File: config.mk
export PLATFORM = sky130hd
export DESIGN_NAME = frost32_lsu_bridge
export DESIGN_NICKNAME = d
export VERILOG_FILES = /design/src/rtl/frost32_lsu_bridge_pkg.sv /design/src/rtl/frost32_lsu_lane_align.sv /design/src/rtl/frost32_lsu_bridge.sv
export SDC_FILE = /design/constraint.sdc
export NUM_CORES = 1
export LEC_CHECK = 0
export CORE_ASPECT_RATIO = 0.8
export CORE_UTILIZATION = 40
export DETAILED_ROUTE_END_ITERATION = 10
export PLACE_DENSITY = 0.77
export SYNTH_ARGS = -nofsm -noshare
export SYNTH_HDL_FRONTEND = slang
export SYNTH_SLANG_ARGS = --single-unit
File: constraint.sdc
create_clock -name clk -period 2 [get_ports clk]
set_input_delay 0.3 -clock clk [delete_from_list [all_inputs] [get_ports clk]]
set_output_delay 0.3 -clock clk [all_outputs]
set_load 0.005 [all_outputs]
File: src/rtl/frost32_lsu_bridge_pkg.sv
// rtl/frost32_lsu_bridge_pkg.sv - shared types and helpers for the Frost32 load/store bridge
//
// Contents:
//   lsu_state_e              bridge FSM states (IDLE / ACCESS / RESPOND)
//   data_inout_access_size_e CPU access size; FULL means the full bus width (32 or 64 bit)
//   lsu_fault_e              fault cause, kept internally for debug visibility
//   LSU_TIMEOUT              default wait-state limit for the optional bus timeout
//   lsu_check_align()        classifies a request as good, misaligned or bad-size
package frost32_lsu_bridge_pkg;

    typedef enum logic [1:0] {
        LSU_IDLE    = 2'd0,
        LSU_ACCESS  = 2'd1,
        LSU_RESPOND = 2'd2
    } lsu_state_e;

    typedef enum logic [1:0] {
        DIAS_FULL = 2'd0,
        DIAS_HALF = 2'd1,
        DIAS_BYTE = 2'd2,
        DIAS_BAD  = 2'd3
    } data_inout_access_size_e;

    typedef enum logic [1:0] {
        LSU_FAULT_NONE       = 2'd0,
        LSU_FAULT_MISALIGNED = 2'd1,
        LSU_FAULT_BAD_SIZE   = 2'd2,
        LSU_FAULT_TIMEOUT    = 2'd3
    } lsu_fault_e;

    localparam int LSU_TIMEOUT = 255;

    // offset is the lane offset zero-extended to 3 bits, so a non-zero value
    // always means "not on a full-width boundary" for both 32- and 64-bit buses.
    function automatic lsu_fault_e lsu_check_align(input data_inout_access_size_e size,
                                                   input logic [2:0]              offset);
        lsu_fault_e result;
        result = LSU_FAULT_NONE;
        case (size)
            DIAS_BAD:  result = LSU_FAULT_BAD_SIZE;
            DIAS_HALF: if (offset[0]) result = LSU_FAULT_MISALIGNED;
            DIAS_FULL: if (offset != 3'd0) result = LSU_FAULT_MISALIGNED;
            default:   result = LSU_FAULT_NONE;
        endcase
        return result;
    endfunction

endpackage

File: src/rtl/frost32_lsu_lane_align.sv
// rtl/frost32_lsu_lane_align.sv - combinational lane steering for stores and loads
//
// Purely combinational. Stores: byte enables from size/offset and lane-replicated
// write data. Loads: shift the bus word down by the lane offset, keep 8/16/full
// bits and zero- or sign-extend to DATA_WIDTH (little-endian lanes).
//
// Ports:
//   size        access size (FULL/HALF/BYTE; BAD treated as FULL, never reaches the bus)
//   offset      byte lane offset within the bus word
//   sign_extend 1 = sign-extend loads, 0 = zero-extend
//   store_data  right-justified CPU store data
//   bus_rdata   raw memory read word
//   byte_en     active-high byte enables
//   bus_wdata   replicated store data
//   load_data   extracted and extended load result
module frost32_lsu_lane_align
    import frost32_lsu_bridge_pkg::*;
#(
    parameter int  DATA_WIDTH = 32,
    localparam int LANE_BITS  = $clog2(DATA_WIDTH / 8)
) (
    input  data_inout_access_size_e   size,
    input  logic [LANE_BITS-1:0]      offset,
    input  logic                      sign_extend,
    input  logic [DATA_WIDTH-1:0]     store_data,
    input  logic [DATA_WIDTH-1:0]     bus_rdata,
    output logic [DATA_WIDTH/8-1:0]   byte_en,
    output logic [DATA_WIDTH-1:0]     bus_wdata,
    output logic [DATA_WIDTH-1:0]     load_data
);

    localparam int NUM_BYTES = DATA_WIDTH / 8;

    logic [DATA_WIDTH-1:0] shifted;

    always_comb begin
        shifted   = bus_rdata >> {offset, 3'b000};
        byte_en   = '1;
        bus_wdata = store_data;
        load_data = shifted;
        case (size)
            DIAS_BYTE: begin
                byte_en   = {{(NUM_BYTES - 1){1'b0}}, 1'b1} << offset;
                bus_wdata = {NUM_BYTES{store_data[7:0]}};
                load_data = {{(DATA_WIDTH - 8){sign_extend & shifted[7]}}, shifted[7:0]};
            end
            DIAS_HALF: begin
                byte_en   = {{(NUM_BYTES - 2){1'b0}}, 2'b11} << offset;
                bus_wdata = {(NUM_BYTES / 2){store_data[15:0]}};
                load_data = {{(DATA_WIDTH - 16){sign_extend & shifted[15]}}, shifted[15:0]};
            end
            default: begin
                byte_en   = '1;
                bus_wdata = store_data;
                load_data = shifted;
            end
        endcase
    end

endmodule

File: src/rtl/frost32_lsu_bridge.sv
// rtl/frost32_lsu_bridge.sv - Frost32 CPU data port to word-wide memory bus bridge
//
// One CPU request at a time: alignment check, req/ack bus handshake with byte
// enables, lane-extracted and extended load data, fault reporting with cpu_done.
// Optional bus timeout: define FROST32_LSU_TIMEOUT_EN (limit = TIMEOUT_CYCLES).
//
// Ports:
//   clk, reset_n            clock, asynchronous active-low reset
//   cpu_req .. cpu_sign_extend  CPU request (sampled only in IDLE)
//   cpu_busy, cpu_done, cpu_fault, cpu_rdata  CPU response
//   mem_req, mem_we, mem_addr, mem_wdata, mem_byte_en  bus request (held until ack)
//   mem_ack, mem_rdata      bus completion and read data (same cycle)
module frost32_lsu_bridge
    import frost32_lsu_bridge_pkg::*;
#(
    parameter int DATA_WIDTH     = 32,
    parameter int ADDR_WIDTH     = 32,
    parameter int TIMEOUT_CYCLES = LSU_TIMEOUT
) (
    input  logic                    clk,
    input  logic                    reset_n,
    input  logic                    cpu_req,
    input  logic [ADDR_WIDTH-1:0]   cpu_addr,
    input  logic [DATA_WIDTH-1:0]   cpu_wdata,
    input  logic                    cpu_access_type,
    input  logic [1:0]              cpu_access_size,
    input  logic                    cpu_sign_extend,
    output logic                    cpu_busy,
    output logic                    cpu_done,
    output logic                    cpu_fault,
    output logic [DATA_WIDTH-1:0]   cpu_rdata,
    output logic                    mem_req,
    output logic                    mem_we,
    output logic [ADDR_WIDTH-1:0]   mem_addr,
    output logic [DATA_WIDTH-1:0]   mem_wdata,
    output logic [DATA_WIDTH/8-1:0] mem_byte_en,
    input  logic                    mem_ack,
    input  logic [DATA_WIDTH-1:0]   mem_rdata
);

    localparam int LANE_BITS = $clog2(DATA_WIDTH / 8);

    lsu_state_e              state_q, state_d;
    lsu_fault_e              fault_q, fault_d;
    data_inout_access_size_e size_q, size_d;
    logic [ADDR_WIDTH-1:0]   addr_q, addr_d;
    logic [DATA_WIDTH-1:0]   wdata_q, wdata_d;
    logic [DATA_WIDTH-1:0]   rdata_q, rdata_d;
    logic                    we_q, we_d;
    logic                    sext_q, sext_d;

`ifdef FROST32_LSU_TIMEOUT_EN
    localparam logic [15:0] TIMEOUT_LAST = 16'(TIMEOUT_CYCLES - 1);
    logic [15:0] wait_cnt_q, wait_cnt_d;
`endif

    logic [DATA_WIDTH/8-1:0] align_be;
    logic [DATA_WIDTH-1:0]   align_wdata;
    logic [DATA_WIDTH-1:0]   align_load;

    frost32_lsu_lane_align #(
        .DATA_WIDTH (DATA_WIDTH)
    ) u_lane_align (
        .size        (size_q),
        .offset      (addr_q[LANE_BITS-1:0]),
        .sign_extend (sext_q),
        .store_data  (wdata_q),
        .bus_rdata   (mem_rdata),
        .byte_en     (align_be),
        .bus_wdata   (align_wdata),
        .load_data   (align_load)
    );

    always_comb begin
        state_d = state_q;
        fault_d = fault_q;
        size_d  = size_q;
        addr_d  = addr_q;
        wdata_d = wdata_q;
        rdata_d = rdata_q;
        we_d    = we_q;
        sext_d  = sext_q;
`ifdef FROST32_LSU_TIMEOUT_EN
        wait_cnt_d = wait_cnt_q;
`endif
        case (state_q)
            LSU_IDLE: begin
                if (cpu_req) begin
                    size_d  = data_inout_access_size_e'(cpu_access_size);
                    addr_d  = cpu_addr;
                    wdata_d = cpu_wdata;
                    we_d    = cpu_access_type;
                    sext_d  = cpu_sign_extend;
                    fault_d = lsu_check_align(data_inout_access_size_e'(cpu_access_size),
                                              3'(cpu_addr[LANE_BITS-1:0]));
                    // Faulting requests still spend one busy cycle here with the
                    // bus gated off, so they answer with the same latency as a
                    // zero-wait access.
                    state_d = LSU_ACCESS;
`ifdef FROST32_LSU_TIMEOUT_EN
                    wait_cnt_d = '0;
`endif
                end
            end
            LSU_ACCESS: begin
                if (fault_q != LSU_FAULT_NONE) begin
                    state_d = LSU_RESPOND;
                end else if (mem_ack) begin
                    if (!we_q) begin
                        rdata_d = align_load;
                    end
                    state_d = LSU_RESPOND;
                end
`ifdef FROST32_LSU_TIMEOUT_EN
                // Ack on the limit cycle wins because it is tested first.
                else if (wait_cnt_q == TIMEOUT_LAST) begin
                    fault_d = LSU_FAULT_TIMEOUT;
                    state_d = LSU_RESPOND;
                end else begin
                    wait_cnt_d = wait_cnt_q + 16'd1;
                end
`endif
            end
            LSU_RESPOND: begin
                state_d = LSU_IDLE;
            end
            default: begin
                state_d = LSU_IDLE;
            end
        endcase
    end

    always_ff @(posedge clk or negedge reset_n) begin
        if (!reset_n) begin
            state_q <= LSU_IDLE;
            fault_q <= LSU_FAULT_NONE;
            size_q  <= DIAS_FULL;
            addr_q  <= '0;
            wdata_q <= '0;
            rdata_q <= '0;
            we_q    <= 1'b0;
            sext_q  <= 1'b0;
`ifdef FROST32_LSU_TIMEOUT_EN
            wait_cnt_q <= '0;
`endif
        end else begin
            state_q <= state_d;
            fault_q <= fault_d;
            size_q  <= size_d;
            addr_q  <= addr_d;
            wdata_q <= wdata_d;
            rdata_q <= rdata_d;
            we_q    <= we_d;
            sext_q  <= sext_d;
`ifdef FROST32_LSU_TIMEOUT_EN
            wait_cnt_q <= wait_cnt_d;
`endif
        end
    end

    // Bus fields are forced to zero outside an active bus cycle so idle/reset
    // outputs are all-zero even though a FULL size decodes to all byte enables.
    assign cpu_busy    = (state_q == LSU_ACCESS);
    assign cpu_done    = (state_q == LSU_RESPOND);
    assign cpu_fault   = cpu_done && (fault_q != LSU_FAULT_NONE);
    assign cpu_rdata   = rdata_q;
    assign mem_req     = (state_q == LSU_ACCESS) && (fault_q == LSU_FAULT_NONE);
    assign mem_we      = mem_req & we_q;
    assign mem_addr    = mem_req ? {addr_q[ADDR_WIDTH-1:LANE_BITS], {LANE_BITS{1'b0}}} : '0;
    assign mem_wdata   = mem_req ? align_wdata : '0;
    assign mem_byte_en = mem_req ? align_be : '0;

endmodule

Word level (Yosys, flattened, before mapping)
Index checks and enable logic that the tools add are counted.

word-level totals
  bits in registers = 104
  input bits = 104
  logic and storage cells = 47

operators by class
  equality and inequality tests = 8
  shifts and indexed selects = 3
  mux-type cells = 13
  bitwise logic cells = 5
  reductions and logical operators = 10

operator list
  cell                                                                    number
  32-bit case mux with 2 select lines                                     2
  32-bit two-way mux                                                      2
  32-bit by 5-bit right shift with 32-bit output                          1
  4-bit case mux with 2 select lines                                      1
  2-bit by 1-bit equality test with 1-bit output (second input constant)  3
  2-bit equality test (second input constant)                             3
  2-bit logical NOT                                                       3
  2-bit two-way mux                                                       3
  2-bit case mux with 3 select lines                                      1
  4-bit two-way mux                                                       1
  2-bit case mux with 2 select lines                                      1
  2-bit AND reduction                                                     2
  4-bit AND reduction                                                     1
  2-bit nonzero test                                                      2
  1-bit by 2-bit left shift with 4-bit output (first input constant)      1
  2-bit by 2-bit left shift with 4-bit output (first input constant)      1
  1-bit bitwise AND                                                       3
  3-bit by 1-bit != test with 1-bit output (second input constant)        1
  1-bit logical AND                                                       2
  1-bit two-way mux                                                       2
  2-bit != test (second input constant)                                   1
  1-bit NOT                                                               2

Longest topological paths before layout
  word-level depth = 3
  depth in mapped cells = 8
  depth with buffers taken out = 6

Hierarchy
Synthesis repeated with hierarchy kept, for this count alone.

unflattened totals
  cells, all modules = 646
  area, all modules = 5667.9 um^2

modules (own cells, without submodules)
  module                  instances  cells each  area each (um^2)  sequential area each (um^2)
  frost32_lsu_bridge      1          452         4400.5            2602.5
  frost32_lsu_lane_align  1          194         1267.5            0.0

Least setup slack after synthesis
OpenSTA, ideal clock, no wires.

  path kind = register to output
  start = register size_q[0]
  end = output mem_byte_en[0]
  arrival = 1779 ps
  setup slack = -79 ps
  cell stages (with the launch flop) = 8
  buffers on the path = 3
  cells stage by stage = dfrtp_1 inv_1 ha_1 clkbuf_1 buf_1 clkbuf_1 inv_1 a21oi_1

on the way
  word-level cells in the longest chain between the ends = 3
  elaborated cells on any way between the ends = 4

ends and longest elaborated chain
  what                                                                                   line                          text
  from (decl)                                                                            frost32_lsu_bridge.sv:45      data_inout_access_size_e size_q, size_d;
  from (signal assigned)                                                                 frost32_lsu_bridge.sv:149     size_q <= size_d;
  2-bit by 1-bit equality test with 1-bit output or 2-bit equality test (tied branches)  frost32_lsu_lane_align.sv:41  case (size)
  4-bit case mux with 2 select lines *                                                   frost32_lsu_lane_align.sv:41
  4-bit two-way mux *                                                                    frost32_lsu_bridge.sv:171     assign mem_byte_en = mem_req ? align_be : '0;
  to (decl)                                                                              frost32_lsu_bridge.sv:36      output logic [DATA_WIDTH/8-1:0] mem_byte_en,

Mark *: on every way between the ends. The rest lies on a longest branch, timed or not.

Worst setup path in the final report
  start = register state_q[1]
  end = output mem_wdata[10]

on the way
  word-level cells in the longest chain between the ends = 3

ends and longest elaborated chain
  what                                            line                       text
  from (decl)                                     frost32_lsu_bridge.sv:43   lsu_state_e state_q, state_d;
  from (signal assigned)                          frost32_lsu_bridge.sv:147  state_q <= state_d;
  2-bit by 1-bit equality test with 1-bit output  frost32_lsu_bridge.sv:167  assign mem_req = (state_q == LSU_ACCESS) && (fault_q == LSU_FAULT_NONE);
  1-bit logical AND                               frost32_lsu_bridge.sv:167
  32-bit two-way mux                              frost32_lsu_bridge.sv:170  assign mem_wdata = mem_req ? align_wdata : '0;
  to (decl)                                       frost32_lsu_bridge.sv:35   output logic [DATA_WIDTH-1:0] mem_wdata,

Every way passes these cells.

==> metrics.md <==
| Metric | Value |
|---|---|
| P_leak | 4.478 nW |
| Non-Filler Instances | 1,043 |
| Die area | 13,490 µm² |
| Sequential area share after synthesis | 0.4995 |
| Hold Path Class | in -> reg |
| WP buf/inv | 6 |
| IO Pins | 209 |
| GRT Total Usage | 0.2783 |
| Root Driver | clkbuf_16 |
| CP Class | reg -> out |
| Failing checks | setup timing |
| Final slew viol count | 0 |
| Fin crit period | 2.460 ns |
| Core footprint | 12,430 µm² |
| Critical path cell sequence | or4b_4 -> inv_8 -> buf_12 -> buf_6 -> buf_6 -> buf_6 -> nand2_4 -> a21oi_2 -> buf_2 |
| RR Startpoint | state_q[1] |
| Setup slack at placement | -0.3105 ns |
| Setup Skew | 0.007248 ns |
| Starting utilization of the core area | 0.4191 |
| Cells after DPL | 985 |
| Slew @ Worst Pin | 0.7629 ns |
| Hold_sp | cpu_wdata[2] |
| Hold Path Depth | 3 |
| Clock transition at the registers of the reported paths | 0.07 ns |
| Placement Rows | 36 |
| Total CTS buffers | 9 |
| Req. time, crit path | 1.70 ns |
| Commonest non-fill, non-tap cell in the layout | nand2_1 |
| Fin area | 9261 µm² |
| WL/cell | 18.35 µm |
| Antenna diodes | 0 |
| First-pass iteration count of the detailed router | 5 |
| Setup ws final | -0.4596 ns |
| Worst setup path startpoint | state_q[1] |
| CTS tree | yes |
| Final Hold Fails | 0 |
| Clock Latency Late Sink | 0.36 ns |
| Final WL | 19,140 µm |
| Vias | 5,443 |
| Max incr delay on CP | 0.61 ns |
| Chip Height | 104.1 µm |
| # fillers | 842 |
| First-pass GRT wire length | 28,580 µm |
| Fraction of layout cells with a size suffix above 1 | 0.3417 |
| Grt ovf | 0 |
| Max_cap viols | 0 |
| Clk sink count | 104 |
| Relative slew slack | 0.4895 |
| Synth Register Bits | 104 |
| Total power | 14.02 mW |
| WHS | 0.4646 ns |
| H-tree lvl count | 3 |
| CP arrival | 2.16 ns |
| Max VDD drop | 0.0008199 V |
| Clock buffer depth | 2 |
| Unique masters post-synth | 36 |
| Final setup violation count | 100 |
| Setup crit end kind | primary output |
| Fin crit share | 1.230 |
| Post-Synthesis Cells | 609 |
| Status | finished, violations left |
| Dpl hpwl | 11,820 µm |
| Placed instance area | 7714 µm² |
| Pwr per Cell Area | 1513 nW/µm² |
| Synthesis Warnings | 0 |
| Crit path depth | 9 |
| DIE WIDTH | 129.6 µm |
| DRC | 0 |
| Syn Area/Cell | 8.555 µm² |
| Vias/cell | 5.219 |
| Initial antenna violation count | 0 |
| RSZ-0062 raised after global routing | yes |
| Layout area overhead | 77.76% |
| CP max FO | 3 |
| Post-layout util | 0.7450 |
| I/O Buffers | 206 |
| R2R depth | 8 |
| Most frequent CP cell | buf_6 |
| Commonest non-fill, non-tap cells in the layout | 195 x nand2_1, 134 x clkdlybuf4s50_1, 104 x dfrtp_1, 55 x buf_6, 34 x buf_4 |
| Slowest cell on crit path | or4b_4 |
| Startpoint types | flop |
| GP Congestion | 0.8807 |
| Detail Route Antenna Nets | 0 |
| Maximum clock frequency | 406.6 MHz |
| Crit-path leading delay family | simple AND/OR/NAND/NOR gates |
| Final setup TNS | -30.60 ns |
| DRT iter0 DRCs | 331 |
| Nets | 975 |
| Largest net degree at the start of global routing | 49 |
| Synth Cell Area | 5210 µm² |
| Vias in the first global route | 5,487 |
## cell families (layout without fill, tap and decap cells)
logic type,count (synthesis),after routing,share of synthesized area
AND/OR/NAND/NOR,306,306,0.2582
flip-flops,104,104,0.4995
multiplexers,24,24,0.04779
adder cells (fa/ha/maj),3,3,0.007205
AO/OA/AOI/OAI,105,105,0.1330
other,1,2,0.0007198
buffers and inverters,66,328,0.05355
## layout make-up
| class | instances | area [µm²] | share of cell area |
|---|---|---|---|
| clock inverters | 3 | 42.54 | 0.004593 |
| repair inverters | 1 | 7.507 | 0.0008106 |
| inverters | 21 | 86.33 | 0.009322 |
| flip-flops and latches | 104 | 2603 | 0.2810 |
| clock buffers | 12 | 246.5 | 0.02661 |
| repair buffers | 291 | 3054 | 0.3298 |
| multi-input cells | 440 | 3008 | 0.3248 |
| well taps | 171 | 214.0 | 0.02310 |
## registers in the layout, summed over array words and instances (netlist names)
signal,cells
addr_q,32
cpu_rdata,32
wdata_q,32
fault_q,2
size_q,2
state_q,2
sext_q,1
we_q,1
## cell usage after synthesis
library cell	instances	area share
o311ai_0	6	0.010
o2bb2ai_1	8	0.013
buf_4	3	0.0043
inv_2	1	0.00072
buf_2	4	0.0038
ha_1	3	0.0072
buf_1	8	0.0058
or2_2	2	0.0024
a22oi_1	8	0.012
a221o_1	8	0.015
and2_1	40	0.048
inv_1	20	0.014
or4b_1	1	0.0019
nor3b_4	1	0.0036
o21a_1	2	0.0029
o21bai_1	1	0.0014
a211oi_1	7	0.010
o21ai_0	24	0.023
o311ai_4	1	0.0050
nand3b_2	1	0.0022
nand2_1	205	0.15
conb_1	1	0.00072
and3_1	1	0.0012
mux2i_1	17	0.033
nand2b_1	2	0.0024
mux2_2	7	0.015
buf_6	2	0.0043
o311ai_1	2	0.0034
o22ai_1	1	0.0012
dfrtp_1	104	0.50
nor2b_1	12	0.014
nor2_1	23	0.017
a21oi_1	37	0.036
nor3b_1	1	0.0014
nand3_1	17	0.016
clkbuf_1	28	0.020
## worst min-delay path, delay by kind of cell
kind                   cells  cell delay, ns
AND/OR/NAND/NOR            2            0.09
buffers and inverters      1            0.39
## routing by layer
metal  vias up  routed length [µm]  part of all wire  global-route usage
met5         -                   0                 0                   0
met2       258                9411              0.49              0.4557
li1       2512                   -                 -                   -
met4         0                 361             0.019             0.08970
met1      2640                7835              0.41              0.3552
met3        33                1528             0.080             0.07407
## report_power, final
part	total [mW]	switching (mW)	internal, mW
Sequential	3.85	0.778	3.07
Combinational	8.40	4.09	4.31
Clock	1.77	0.772	0.997
Total	14.0	5.64	8.38
## repair_timing
item,4_1_cts,5_1_grt
endpoints found under the hold margin,45,0
setup buffers,29,6
gates resized for setup,420,106
pin swaps,18,24
hold buffers,1,0
cloned,9,4
endpoints found under the setup margin,100,101
## final timing paths
| check | to | slack [ns] |
|---|---|---|
| min | wdata_q[2] | 0.46 |
| min in group asynchronous | addr_q[6] | 0.50 |
| max reg2reg | cpu_rdata[6] | -0.35 |
| min reg2reg | addr_q[3] | 0.48 |
| max | mem_wdata[10] | -0.46 |
| max in group asynchronous | wdata_q[14] | 0.84 |
Note: power is estimated with default switching activity, not from simulation.
